File: src/rtl/tinyqv_pkg.sv
// Shared definitions for the TinyQV multi-word load/store sequencer.
package tinyqv_pkg;
    typedef enum logic {
        IDLE = 1'b0,
        REQ  = 1'b1
    } state_e;

    localparam int WORD_BYTES    = 4;
    localparam int MAX_EXTRA_OPS = 7;
endpackage

File: src/rtl/tinyqv_mem_seq.sv
// Turns one decoded multi-word load/store into extra_ops+1 word transfers on
// consecutive addresses and registers, holding the core via busy meanwhile.
module tinyqv_mem_seq
    import tinyqv_pkg::*;
#(
    parameter int REG_ADDR_BITS = 4,
    parameter int ADDR_BITS     = 28
) (
    input  logic                     clk,
    input  logic                     rst,
    input  logic                     start,
    output logic                     start_ready,
    input  logic                     is_store,
    input  logic [ADDR_BITS-1:0]     base_addr,
    input  logic [REG_ADDR_BITS-1:0] first_reg,
    input  logic [2:0]               extra_ops,
    output logic                     mem_req,
    output logic                     mem_write,
    output logic [ADDR_BITS-1:0]     mem_addr,
    output logic [31:0]              mem_wdata,
    input  logic                     mem_ready,
    input  logic [31:0]              mem_rdata,
    output logic [REG_ADDR_BITS-1:0] rf_raddr,
    input  logic [31:0]              rf_rdata,
    output logic                     rf_wen,
    output logic [REG_ADDR_BITS-1:0] rf_waddr,
    output logic [31:0]              rf_wdata,
    output logic                     busy,
    output logic                     done,
    output logic                     misaligned
);
    state_e                   state_q, state_d;
    logic [ADDR_BITS-1:0]     addr_q, addr_d;
    logic [REG_ADDR_BITS-1:0] reg_q, reg_d;
    logic [2:0]               rem_q, rem_d;
    logic                     is_store_q, is_store_d;
    logic                     done_q, done_d;
    logic                     misaligned_q, misaligned_d;

    logic start_seen, aligned, accept, xfer, last;

    assign start_seen = start && (state_q == IDLE);
    assign aligned    = (base_addr[1:0] == 2'b00);
    assign accept     = start_seen && aligned;
    assign xfer       = (state_q == REQ) && mem_ready;
    assign last       = xfer && (rem_q == 3'd0);

    always_ff @(posedge clk) begin
        if (rst) state_q <= IDLE;
        else     state_q <= state_d;
    end

    always_comb begin
        state_d = state_q;
        case (state_q)
            IDLE:    if (accept) state_d = REQ;
            REQ:     if (last)   state_d = IDLE;
            default: state_d = IDLE;
        endcase
    end

    // rst also squashes the write-back of a transfer completing on the reset edge
    always_comb begin
        start_ready = (state_q == IDLE);
        busy        = (state_q == REQ);
        mem_req     = (state_q == REQ);
        mem_write   = (state_q == REQ) && is_store_q;
        rf_wen      = xfer && !is_store_q && (reg_q != '0) && !rst;
    end

    assign mem_addr  = addr_q;
    assign rf_raddr  = reg_q;
    assign rf_waddr  = reg_q;
    assign mem_wdata = rf_rdata;
    assign rf_wdata  = mem_rdata;
    assign done       = done_q;
    assign misaligned = misaligned_q;

    always_comb begin
        addr_d       = addr_q;
        reg_d        = reg_q;
        rem_d        = rem_q;
        is_store_d   = is_store_q;
        done_d       = last;
        misaligned_d = start_seen && !aligned;
        if (accept) begin
            addr_d     = base_addr;
            reg_d      = first_reg;
            rem_d      = extra_ops;
            is_store_d = is_store;
        end else if (xfer) begin
            addr_d = addr_q + ADDR_BITS'(WORD_BYTES);
            reg_d  = reg_q + 1'b1;
            if (rem_q != 3'd0) rem_d = rem_q - 3'd1;
        end
    end

    always_ff @(posedge clk) begin
        if (rst) begin
            addr_q       <= '0;
            reg_q        <= '0;
            rem_q        <= '0;
            is_store_q   <= 1'b0;
            done_q       <= 1'b0;
            misaligned_q <= 1'b0;
        end else begin
            addr_q       <= addr_d;
            reg_q        <= reg_d;
            rem_q        <= rem_d;
            is_store_q   <= is_store_d;
            done_q       <= done_d;
            misaligned_q <= misaligned_d;
        end
    end
endmodule

File: config.mk
export PLATFORM = sky130hd
export DESIGN_NAME = tinyqv_mem_seq
export DESIGN_NICKNAME = d
export VERILOG_FILES = /design/src/rtl/tinyqv_pkg.sv /design/src/rtl/tinyqv_mem_seq.sv
export SDC_FILE = /design/constraint.sdc
export NUM_CORES = 1
export LEC_CHECK = 0
export BUFFER_PORTS_ARGS = -buffer_cell sky130_fd_sc_hd__buf_2
export CORE_MARGIN = 8
export CORE_UTILIZATION = 40
export DETAILED_ROUTE_END_ITERATION = 6
export PLACE_DENSITY = 0.82
export SYNTH_ARGS = -nofsm -noshare
export SYNTH_HDL_FRONTEND = slang
export SYNTH_SLANG_ARGS = --single-unit
File: constraint.sdc
create_clock -name clk -period 4.8 [get_ports clk]
set_clock_uncertainty 0.2 [all_clocks]
set_input_delay 0.48 -clock clk [delete_from_list [all_inputs] [get_ports clk]]
set_output_delay 0.48 -clock clk [all_outputs]
set_load 0.005 [all_outputs]
==> impl_metrics.toml <==
[sta]
fmax_ghz = 0.399
grt_setup_unrepaired = "false"
drv_slew = 0
setup_viol = 0
post-route-period-util_pct = 52.2
tightest_slew_ns = 1.23
timing.slew.headroom_pct = 18.3
min_period_ns = 2.51
hold_viol_final = 0
fin_tns_setup_ns = 0

[die]
start_util_pct = 41.1
chipHeight_microns = 96.5
coreArea_sq_um = 6310
num_rows = 29
die_x_microns = 96.5
io_pins = 211
design.die.area_sq_um = 9320

[cts]
tritoncts = "built"
cts-resized-gates = 0
htree_levels = 2
clk_pin_slew_ns = 0.08
cts_buffers = 5
cts_sinks = 39
clock_path_buffers = 2
clk_latency_ns = 0.28
clockRootBuffer = "clkbuf_8"
ctsHoldBuffers = 0
post_cts_buffers = 0

[yosys]
synth_top_area_share_pct = 30.1
synth.area.top_cells = "dfxtp_1 30%, buf_4 20%, a311oi_1 5.1%, nor2_1 4.6%, a211oi_1 3.5%"
synth_seq_cells = 39
synth_area_per_cell_sq_um = 8.19
ys_warn_count = 0
syn_area_sq_um = 2590
synth_seq_area_share_pct = 30.1
yosysUniqueCellTypes = 42
ys.flop_type = "dfxtp_1"
synth_edf_count = 0
synth_most_common_cell = "buf_4"
async_flop_share_pct = 0
postSynthCellCount = 317
synth_top_cell_by_area = "dfxtp_1"
syn_nets = 426
synth_common_cells = "70 x buf_4, 39 x dfxtp_1, 32 x nor2_1"

[run_status]
status = "finished clean"

[placed_design]
portBuffers = 82
gp_congestion = 0.810
dpl.hpwl_microns = 4880

[global_route]
grt_pass1_vias = 2062
gr-usage-all-layers_pct = 13.4
grt_use_met3_pct = 4.87
top_usage_layer = "met2"
grt_util_met2_pct = 21.3
overflow = 0
grt_max_degree = 63
grt_pass1_wl_microns = 10000
antenna_found_initial = 0
grtUsageMet1_pct = 16.0

[drt]
dr.pass1.iters = 4
drcViolationCount = 0
vias = 2155
wirelength_microns = 6490
drt_iter0_drc = 88
wl_per_cell_microns = 16.3
ant_nets = 0
vias_per_cell = 5.41

[worst_setup_path]
reg2reg_slack_ns = 2.29
worst-path-buf-inv = 0
rr_startpoint = "mem_addr[2]$_SDFFE_PP0P_"
path_depth = 5
required_ns = 4.79
critPathLaunchType = "flip-flop"
rr_endpoint = "mem_addr[24]$_SDFFE_PP0P_"
crit_chain = "ha_1 > nand3_1 > or3_4 > or4_1 > a311oi_1"
end_kind = "flip-flop"
crit_start = "mem_addr[2]$_SDFFE_PP0P_"
crit_slowest_cell = "or3_4"
endpoint = "mem_addr[24]$_SDFFE_PP0P_"
path_class = "flip-flop to flip-flop"
reg2reg_depth = 5
max_stage_delay_ns = 0.50
crit_arrival_ns = 2.50
cp_max_fo = 14
path_delay_family = "simple AND/OR/NAND/NOR gates"

[power_and_ir_drop]
power.density_nw_per_um2 = 255
irDropWorstVdd_mv = 0.0989
power_mw = 0.658
leakagePower_nw = 1.03

[finish]
num-fill-cells = 662
drive_gt1_share_pct = 29.3
syn_to_final_growth_pct = -0.482
nNetsFinal = 429
antenna_cells = 0

[job]
maxCapViolCount = 0

[worst_hold_path]
min_path_type = "input pin to flip-flop"
-- through the flow --
step | std cells | util (%) | cell area, sq um | setup slack [ns] | hold WS, ns
6_report | 398 | 40.9 | 2580 | 2.29 | 0.231
5_1_grt | 398 | 40.9 | 2580 | 2.13 | 0.237
2_1_floorplan | 317 | - | 2590 | 2.68 | 0.241
3_5_place_dp | 390 | 39.6 | 2500 | 2.22 | 0.266
3_3_place_gp | 390 | 39.6 | 2500 | 2.26 | 0.258
4_1_cts | 398 | 40.9 | 2580 | 2.28 | 0.217
-- tightest hold or removal path, delay by kind of cell --
| kind | cells | cell delay [ns] |
|---|---|---|
| compound gates | 1 | 0.05 |
| buf+inv | 1 | 0.09 |
| simple gates | 1 | 0.05 |
-- cell usage in the layout, fill, tap and decap left out, types with 3 or more instances in the layout --
cell	netlist	final
a211oi_1	12	12
or4_1	7	7
inv_1	9	9
a311oi_1	15	15
nor2_1	32	32
a21oi_1	7	7
xor2_1	5	5
ha_1	5	5
xnor2_1	7	7
dfxtp_1	39	39
buf_2	0	82
and4_1	3	3
nand4_1	7	7
and3_1	3	3
or3_1	6	6
o21ai_0	4	4
nor4_1	3	3
nand3_1	9	9
clkbuf_8	0	5
nor3_1	4	4
nand2_1	22	22
o31ai_1	8	8
-- cell families after synthesis --
family                   count (synthesis)  share of synthesized area [%]
XOR/XNOR                                12                           4.05
AO/OA/AOI/OAI                           54                           15.3
AND/OR/NAND/NOR                        111                           23.3
multiplexers                             1                          0.434
flip-flops                              39                           30.1
buffers and inverters                   95                           24.4
adder cells (fa/ha/maj)                  5                           2.41
-- power by group --
| part | switching (mW) | internal (mW) |
|---|---|---|
| logic | 0.0423 | 0.0404 |
| registers | 0.0197 | 0.339 |
| clock network | 0.114 | 0.102 |
-- state kept, by name, indices dropped and copies added, names as in the netlist --
| name | count |
|---|---|
| is_store_q | 1 |
| rem_q | 3 |
| rf_raddr | 4 |
| misaligned | 1 |
| busy | 1 |
| done | 1 |
| mem_addr | 28 |
-- final cells by class --
cell class	instances	area, sq um	area share [%]
repair buffers	82	410	15.9
inverters	9	33.8	1.31
multi-input cells	183	1180	45.7
clock inverters	1	5.00	0.194
flip-flops and latches	39	781	30.2
well taps	77	96.3	3.73
clock buffers	7	76.3	2.96
-- how the worst min path moves through the flow --
| stage | slack, ns | start | cells after the start | endpoint |
|---|---|---|---|---|
| floorplan | 0.24 | is_store_q$_SDFFE_PP0P_ | 2 | is_store_q$_SDFFE_PP0P_ |
| global placement | 0.26 | is_store_q$_SDFFE_PP0P_ | 2 | is_store_q$_SDFFE_PP0P_ |
| detailed placement | 0.27 | mem_addr[1]$_SDFFE_PP0P_ | 1 | mem_addr[1]$_SDFFE_PP0P_ |
| CTS | 0.22 | base_addr[8] | 3 | mem_addr[8]$_SDFFE_PP0P_ |
| global route | 0.24 | base_addr[8] | 3 | mem_addr[8]$_SDFFE_PP0P_ |
| finish | 0.23 | base_addr[8] | 3 | mem_addr[8]$_SDFFE_PP0P_ |
-- layer usage --
layer  part of all wire (%)  routed length [microns]  vias up
met4                    1.0                       66        0
li1                       -                        -     1060
met1                     42                     2700      999
met2                     45                     2950       86
met3                     12                      773       10
met5                      0                        0        -
Note: power is estimated with default switching activity, not from simulation.
